[src/rtl/uart_rx_mod.sv]
`default_nettype none
// ============================================================================
// Module   : uart_rx_mod
// Brief    : UART receiver. Frame = start(0), DATA_BITS data LSB-first,
//            even parity, stop(1); CLOCK_DIV clk cycles per bit. Delivers
//            one word per frame with a one-cycle rxValid pulse plus parity
//            and framing status.
// Options  : UART_RX_MAJORITY_EN - when defined, every bit is decided by a
//            2-of-3 vote over the samples at centre-1, centre and centre+1.
//            When undefined, a single centre sample is used.
// Revision : 1.0 - initial release
// ============================================================================
module uart_rx_mod #(
    parameter int CLOCK_DIV = 54,
    parameter int DATA_BITS = 8
) (
    input  logic                 clk,
    input  logic                 rst,
    input  logic                 uartRx,
    output logic [DATA_BITS-1:0] dataRx,
    output logic                 rxValid,
    output logic                 parityErr,
    output logic                 frameErr,
    output logic                 uartBusyRx
);

    localparam int CNT_W = $clog2(CLOCK_DIV);
    localparam int IDX_W = $clog2(DATA_BITS + 2);
    localparam int HALF  = CLOCK_DIV / 2;

    // The vote decides one count after the centre, so the start-bit decision
    // moves one count later. For data/parity/stop the counter restarts at the
    // decision point (centre+1), which shortens the following count by one and
    // keeps the decision at CLOCK_DIV-1.
`ifdef UART_RX_MAJORITY_EN
    localparam logic [CNT_W-1:0] START_DECIDE = CNT_W'(HALF);
`else
    localparam logic [CNT_W-1:0] START_DECIDE = CNT_W'(HALF - 1);
`endif
    localparam logic [CNT_W-1:0] BIT_DECIDE = CNT_W'(CLOCK_DIV - 1);
    localparam logic [IDX_W-1:0] LAST_INDEX = IDX_W'(DATA_BITS);

    typedef enum logic [1:0] {
        IDLE  = 2'd0,
        START = 2'd1,
        DATA  = 2'd2,
        STOP  = 2'd3
    } state_t;

    state_t             state;
    logic               rx_meta;
    logic               rx_sync;
    logic               rx_prev;
    logic [CNT_W-1:0]   clk_count;
    logic [IDX_W-1:0]   bit_index;
    logic [DATA_BITS:0] shift;       // data bits plus parity, LSB-first
    logic [CNT_W-1:0]   decide_count;
    logic               decide;
    logic               bit_value;

    // Two-flop synchroniser plus edge-history flop; the line idles high
    always_ff @(posedge clk or posedge rst) begin
        if (rst) begin
            rx_meta <= 1'b1;
            rx_sync <= 1'b1;
            rx_prev <= 1'b1;
        end else begin
            rx_meta <= uartRx;
            rx_sync <= rx_meta;
            rx_prev <= rx_sync;
        end
    end

    // Count at which the current bit's value is taken
    always_comb begin
        decide_count = BIT_DECIDE;
        if (state == START) begin
            decide_count = START_DECIDE;
        end
    end

    assign decide = (state != IDLE) && (clk_count == decide_count);

`ifdef UART_RX_MAJORITY_EN
    logic [1:0] votes;

    // Capture the two early samples (centre-1 and centre) of the current bit
    always_ff @(posedge clk or posedge rst) begin
        if (rst) begin
            votes <= 2'b11;
        end else if (state != IDLE) begin
            if (clk_count == decide_count - CNT_W'(2)) begin
                votes[0] <= rx_sync;
            end
            if (clk_count == decide_count - CNT_W'(1)) begin
                votes[1] <= rx_sync;
            end
        end
    end

    // Third sample is the live value at centre+1; take the 2-of-3 majority
    assign bit_value = (votes[0] & votes[1]) |
                       (votes[0] & rx_sync)  |
                       (votes[1] & rx_sync);
`else
    assign bit_value = rx_sync;
`endif

    // Frame FSM: start-edge detect, start validation, data/parity shift,
    // stop check and registered result/status outputs
    always_ff @(posedge clk or posedge rst) begin
        if (rst) begin
            state      <= IDLE;
            clk_count  <= '0;
            bit_index  <= '0;
            shift      <= '0;
            dataRx     <= '0;
            rxValid    <= 1'b0;
            parityErr  <= 1'b0;
            frameErr   <= 1'b0;
            uartBusyRx <= 1'b0;
        end else begin
            rxValid <= 1'b0;
            case (state)
                IDLE: begin
                    // Needs a genuine high-to-low transition, so a held-low
                    // line cannot retrigger
                    if (rx_prev && !rx_sync) begin
                        clk_count  <= '0;
                        state      <= START;
                        uartBusyRx <= 1'b1;
                    end
                end

                START: begin
                    if (decide) begin
                        if (bit_value) begin
                            // Line back high at mid-start: treat as a glitch
                            state      <= IDLE;
                            uartBusyRx <= 1'b0;
                        end else begin
                            clk_count <= '0;
                            bit_index <= '0;
                            state     <= DATA;
                        end
                    end else begin
                        clk_count <= clk_count + CNT_W'(1);
                    end
                end

                DATA: begin
                    if (decide) begin
                        shift     <= {bit_value, shift[DATA_BITS:1]};
                        clk_count <= '0;
                        bit_index <= bit_index + IDX_W'(1);
                        // Last of the data+parity samples just taken
                        if (bit_index == LAST_INDEX) begin
                            state <= STOP;
                        end
                    end else begin
                        clk_count <= clk_count + CNT_W'(1);
                    end
                end

                STOP: begin
                    if (decide) begin
                        // Return to IDLE mid-stop-bit so a following start
                        // edge is not missed
                        dataRx     <= shift[DATA_BITS-1:0];
                        parityErr  <= ^shift;
                        frameErr   <= ~bit_value;
                        rxValid    <= 1'b1;
                        clk_count  <= '0;
                        state      <= IDLE;
                        uartBusyRx <= 1'b0;
                    end else begin
                        clk_count <= clk_count + CNT_W'(1);
                    end
                end

                default: begin
                    state      <= IDLE;
                    uartBusyRx <= 1'b0;
                end
            endcase
        end
    end

endmodule
`default_nettype wire

[config.mk]
export PLATFORM = sky130hd
export DESIGN_NAME = uart_rx_mod
export DESIGN_NICKNAME = d
export VERILOG_FILES = /design/src/rtl/uart_rx_mod.sv
export SDC_FILE = /design/constraint.sdc
export NUM_CORES = 1
export LEC_CHECK = 0
export BUFFER_PORTS_ARGS = -buffer_cell sky130_fd_sc_hd__buf_2
export CAP_MARGIN = 10
export CORE_ASPECT_RATIO = 0.75
export CORE_MARGIN = 3
export CORE_UTILIZATION = 30
export CTS_CLUSTER_DIAMETER = 200
export DETAILED_ROUTE_END_ITERATION = 8
export PLACE_DENSITY_LB_ADDON = 0.05
export SLEW_MARGIN = 5
export SYNTH_ARGS = -nofsm -noshare
export SYNTH_HDL_FRONTEND = slang
export SYNTH_SLANG_ARGS = --single-unit
[constraint.sdc]
create_clock -name clk -period 6 [get_ports clk]
set_clock_uncertainty 0.15 [all_clocks]
set_input_delay 0.9 -clock clk [delete_from_list [all_inputs] [get_ports clk]]
set_output_delay 0.9 -clock clk [all_outputs]
set_load 0.03 [all_outputs]
After elaboration in Yosys (flattened, before gate mapping)
Index checks and enable logic that the tools add are counted.
{"block": "classes", "add_sub_neg": 2, "n_eq_ne": 13, "mux": 24, "bitwise": 1, "n_reduce_logical": 15}
{"operator": "2-to-1 mux 6 bit", "n": 5}
{"operator": "one-hot mux 6 bit (3 select lines)", "n": 1}
{"operator": "!= test 2 bit (second input constant)", "n": 7}
{"operator": "2-to-1 mux 2 bit", "n": 6}
{"operator": "2-to-1 mux 4 bit", "n": 3}
{"operator": "AND reduction 5 bit", "n": 2}
{"operator": "parity 9 bit", "n": 1}
{"operator": "one-hot mux 2 bit (4 select lines)", "n": 1}
{"operator": "one-hot mux 4 bit (2 select lines)", "n": 1}
{"operator": "adder 6 x 1 -> 6 bit (second input constant)", "n": 1}
{"operator": "equality test 6 bit", "n": 1}
{"operator": "2-to-1 mux 1 bit", "n": 6}
{"operator": "AND reduction 2 bit", "n": 3}
{"operator": "adder 4 x 1 -> 4 bit (second input constant)", "n": 1}
{"operator": "equality test 2 bit (second input constant)", "n": 2}
{"operator": "equality test 4 bit (second input constant)", "n": 1}
{"operator": "AND reduction 4 bit", "n": 1}
{"operator": "nonzero test 2 bit", "n": 2}
{"operator": "!= test 3 bit (second input constant)", "n": 1}
{"operator": "one-hot mux 1 bit (3 select lines)", "n": 1}
{"operator": "nonzero test 3 bit", "n": 1}
{"operator": "equality test 2 x 1 -> 1 bit (second input constant)", "n": 1}
{"operator": "logical AND 1 bit", "n": 2}
{"operator": "logical NOT 2 bit", "n": 1}
{"operator": "other kinds (3)", "n": 3}
{"block": "word_totals", "regBits": 36, "in_bits": 3, "out_inout_bits": 12, "wordCells": 67}

Logic depth before layout (Yosys ltp)
{"block": "depth", "ltp_word": 6, "depth_mapped": 6, "ltp_nobuf": 5}

Worst setup path after synthesis
OpenSTA, ideal clock, no wires.
{"block": "synth_timing", "kind": "register -> register", "startpoint": "register state[0]", "endpoint": "register shift[0]", "setup_ns": 0.125, "t_arrival_ns": 1.646, "required_ns": 5.725, "path_slack_ns": 4.079, "path_stages_with_launch": 7, "n_path_buf": 1, "synth_period_minus_slack_ns": 1.921, "path_cell_list": "dfrtp_1 -> nor2b_4 -> nor4_4 -> o211ai_2 -> nor2_4 -> buf_12 -> mux2_4"}
{"block": "synth_via", "elab_chain_cells": 5, "elab_cells_between_ends": 7, "classes_between": "eq/ne: 3; mux: 1; reduce/logical: 3"}
{"element": "start, declared", "line_no": "50", "text": "state_t state;"}
{"element": "start signal, assigned", "line_no": "113", "text": "state <= IDLE;"}
{"element": "start signal, assigned", "line_no": "130", "text": "state <= START;"}
{"element": "start signal, assigned", "line_no": "139", "text": "state <= IDLE;"}
{"element": "equality test 2 x 1 -> 1 bit", "line_no": "77", "text": "if (state == START) begin"}
{"element": "2-to-1 mux 6 bit", "line_no": "77"}
{"element": "equality test 6 bit", "line_no": "82", "text": "assign decide = (state != IDLE) && (clk_count == decide_count);"}
{"element": "logical AND 1 bit", "line_no": "82"}
{"element": "AND reduction 2 bit (no line) *"}
{"element": "end signal, assigned", "line_no": "153", "text": "shift <= {bit_value, shift[DATA_BITS:1]};"}
{"element": "end, declared", "line_no": "56", "text": "logic [DATA_BITS:0] shift;"}
Mark *: on every way between the ends. The rest lies on a longest branch, timed or not.
A chain may end at the register's enable or synchronous reset.

Worst setup path in the final report
{"block": "layout_timing", "startpoint": "register state[0]", "endpoint": "register shift[6]"}
Same word-level chain as after synthesis.

==> flow_metrics.py <==
metrics = {
    "status": {
        "run_status": "finished clean",
    },
    "synth": {
        "mappedNetlistArea_sq_um": 1770,
        "async_reset_ff_share_pct": 100,
        "yosys.area.top_type_share_pct": 46.5,
        "yosysWarningCount": 0,
        "yosys_register_bits": 36,
        "post_synth_most_frequent_cells": "sky130_fd_sc_hd__dfrtp_1, sky130_fd_sc_hd__mux2_1, sky130_fd_sc_hd__nand2_1",
        "synth_edf_count": 0,
        "synth_top_cells_by_area": "sky130_fd_sc_hd__dfrtp_1, sky130_fd_sc_hd__mux2_1, sky130_fd_sc_hd__mux2_4",
        "dominantRegCellSynth": "sky130_fd_sc_hd__dfrtp_1",
        "ys_seq_area_share_pct": 51.0,
        "yosys.area_share.adder_pct": 2.12,
        "synth-compound-area-share_pct": 13.8,
        "post_synth.cell_area_avg_sq_um": 12.3,
        "mappedNetlistNets": 150,
        "synthMostInstantiatedCell": "sky130_fd_sc_hd__dfrtp_1",
        "largest_family_of_logic_cells_by_synthesized_area": "multiplexers",
        "synthDistinctLibCells": 45,
        "synthCells": 144,
        "synth-xor-area-share_pct": 3.95,
        "synth_area_leader_cell": "sky130_fd_sc_hd__dfrtp_1",
        "synth_simple_gate_area_share_pct": 11.0,
        "post_synthesis_mux_area_share_pct": 14.2,
    },
    "pwr": {
        "power.clock.fraction_pct": 34.8,
        "fin_total_pwr_w": 0.000672,
        "power_per_cell_area_nw_per_um2": 331,
        "power.switching_w": 0.000204,
        "swShare_pct": 30.3,
        "sequentialPowerShare_pct": 48.2,
        "power.combinational.fraction_pct": 17.1,
        "internal_power_w": 0.000468,
        "p_leak_nw": 0.954,
        "vdd_drop_max_uv": 99.6,
    },
    "critical_path": {
        "r2r_cells": 5,
        "worstSetupEndpoint": "shift[6]$_DFFE_PP0P_",
        "critPathSlowestCell": "sky130_fd_sc_hd__dfrtp_1",
        "r2r_start": "state[0]$_DFFE_PP0P_",
        "timing.critical_path.max_delay_family": "simple AND/OR/NAND/NOR gates",
        "r2r-end": "shift[6]$_DFFE_PP0P_",
        "timing.critical_path.to_type": "flip-flop",
        "ff2ff_setup_slack_ns": 3.52,
        "cp_num_cells": 5,
        "crit_path_cell_trace": "nor2b_4 -> nor4_4 -> o211ai_2 -> nor2_4 -> mux2_1",
        "timing.critical_path.slowest_cell_delay_ns": 0.58,
        "cp-start-kind": "flip-flop",
        "worst_setup_path_startpoint": "state[0]$_DFFE_PP0P_",
        "worstSetupPathType": "reg -> reg",
        "worst-path-max-fanout": 14,
        "cp.buffers_inverters": 0,
        "critical_path_required_ns": 6.02,
        "worstPathArrival_ns": 2.50,
    },
    "placed_design": {
        "place.port_buffers": 14,
        "post-dp-hpwl_mm": 2.40,
        "post-place-cells": 229,
        "finalWeightedCongestion": 0.748,
    },
    "drt": {
        "first_pass_iters": 4,
        "via_density": 4.86,
        "postRouteAntennaNets": 0,
        "avgRoutedWirePerCell_microns": 14.8,
        "detailedRoute.firstIterationViolations": 43,
        "via_count": 1151,
        "routed_wl_mm": 3.50,
        "post-route-drc-count": 0,
    },
    "clock_network": {
        "tritoncts": "done",
        "cts_num_sinks": 36,
        "cts.path.max_buffers": 2,
        "cts-htree-levels": 2,
        "insertion_delay_ns": 0.28,
        "clkSlewWorstSetupHoldPaths_ns": 0.07,
        "cts_hold_buf": 0,
        "cts_buffers": 5,
        "post_cts_resize_count": 0,
        "cts_root_buffer": "sky130_fd_sc_hd__clkbuf_8",
        "post-cts-setup-buffer-count": 0,
    },
    "sta": {
        "tns_ns": 0,
        "hold_viol": 0,
        "fmax_mhz": 404,
        "drv_slew": 0,
        "maxSlewHeadroom_pct": 62.9,
        "period_needed_ns": 2.48,
        "unrepaired_setup_endpoints_after_global_routing": "no",
        "whs_ns": 0.208,
        "final_worst_path_cycle_share_pct": 41.3,
        "timing_worst_slew_pin_value_ns": 0.557,
        "finalSetupViolations": 0,
    },
    "layout": {
        "fill_cells": 551,
        "final_layout_size_suffix_gt1_share_pct": 26.5,
        "layout-area-overhead-vs-synth_pct": 14.5,
        "final_nets": 167,
        "antennaDiodeCount": 0,
        "finalNonFillerCells": 237,
    },
    "die": {
        "initial_core_util_pct": 32.1,
        "design.die.area_sq_um": 6880,
        "ios": 15,
        "core.rowCount": 23,
        "core-area_sq_um": 5530,
        "fp.dieW_microns": 94.8,
        "die_boundary_height_microns": 72.6,
    },
    "global_route": {
        "groute.layer.met2.usage_pct": 14.9,
        "gr_layer_usage_met3_pct": 3.40,
        "grt_use_total_pct": 11.4,
        "grt_overflow_total": 0,
        "grt-busiest-layer": "met1",
        "global_route_wire_length_before_repair_mm": 6.00,
        "initial_antenna_violation_count": 0,
        "pin_count_of_the_biggest_net_entering_global_routing": 37,
        "met1_usage_pct": 17.7,
        "vias_in_the_first_global_route": 1146,
    },
    "worst_hold_path": {
        "holdCritPathClass": "reg -> reg",
        "min_path_cells": 0,
    },
    "flow_run": {
        "drv_cap": 0,
    },
}
[layout by cell type (no fill, tap or decap), types with 4 or more instances in the layout]
cell / instances
sky130_fd_sc_hd__clkbuf_8: 7
sky130_fd_sc_hd__a21oi_1: 4
sky130_fd_sc_hd__xnor2_1: 6
sky130_fd_sc_hd__dfrtp_1: 33
sky130_fd_sc_hd__mux2_1: 12
sky130_fd_sc_hd__o21ai_1: 4
sky130_fd_sc_hd__mux2_4: 7
sky130_fd_sc_hd__nor2_1: 5
sky130_fd_sc_hd__buf_2: 14
sky130_fd_sc_hd__o21ai_0: 4
sky130_fd_sc_hd__inv_1: 8
sky130_fd_sc_hd__nand2_1: 9
[worst min path at each step]
| stage | start | to | slack (ns) |
|---|---|---|---|
| 2_1_floorplan | rx_meta$_DFF_PP1_ | bit_value$_DFF_PP1_ | 0.20 |
| 5_1_grt | rx_meta$_DFF_PP1_ | bit_value$_DFF_PP1_ | 0.21 |
| 3_5_place_dp | rx_meta$_DFF_PP1_ | bit_value$_DFF_PP1_ | 0.20 |
| 3_3_place_gp | rx_meta$_DFF_PP1_ | bit_value$_DFF_PP1_ | 0.20 |
| 4_1_cts | rx_meta$_DFF_PP1_ | bit_value$_DFF_PP1_ | 0.21 |
| 6_report | rx_meta$_DFF_PP1_ | bit_value$_DFF_PP1_ | 0.21 |
[state kept, by name (all words and copies together), names as in the netlist, named ones only]
name / flops
clk_count: 6
state: 1
shift: 9
dataRx: 8
parityErr: 1
rx_prev: 1
rx_meta: 1
frameErr: 1
bit_index: 4
rxValid: 1
bit_value: 1
uartBusyRx: 1
[worst register-to-register path: cells and delay by family (launching register included)]
kind             cells  cell delay, ns
AO/OA/AOI/OAI        1            0.19
flip-flops           1            0.58
multiplexers         1            0.37
AND/OR/NAND/NOR      3            1.07
[power groups by stage]
stage	clock network [W]	registers, W	logic [W]
4_1_cts	0.000243	0.000323	0.000116
2_1_floorplan	0	0.000301	0.000110
3_5_place_dp	0	0.000327	0.000117
6_report	0.000234	0.000324	0.000115
5_1_grt	0.000254	0.000331	0.000131
3_3_place_gp	0	0.000325	0.000113
[final cells by class]
cell class	count	area, sq um	area share [%]
clock inverter	1	30.0	1.48
clock buffer	7	96.3	4.74
inverter	8	30.0	1.48
timing repair buffer	15	77.6	3.82
multi-input combinational	95	800	39.3
sequential	36	905	44.5
tap	75	93.8	4.62
[metrics by stage]
| step | utilization (%) | setup WS (ns) | cell area [sq um] |
|---|---|---|---|
| after floorplan | - | 4.08 | 1770 |
| after global placement | 34.5 | 3.57 | 1910 |
| after detailed placement | 34.5 | 3.52 | 1910 |
| after CTS | 36.8 | 3.51 | 2030 |
| after global routing | 36.8 | 3.35 | 2030 |
| final | 36.8 | 3.52 | 2030 |
[per-layer routing]
layer | up-vias | wire length (microns)
met5 | - | 0
met4 | 0 | 20
met3 | 2 | 221
met2 | 36 | 1420
met1 | 558 | 1840
li1 | 555 | -
[cells by family (layout without fill, tap and decap cells)]
logic type | after synthesis | after routing
muxes | 20 | 20
adders and majority gates | 3 | 3
DFF | 36 | 36
AOI/OAI and AO/OA | 32 | 32
xor gates and xnor gates | 8 | 8
buffers and inverters | 13 | 31
and+or+nand+nor | 32 | 32
Note: power is estimated with default switching activity, not from simulation.
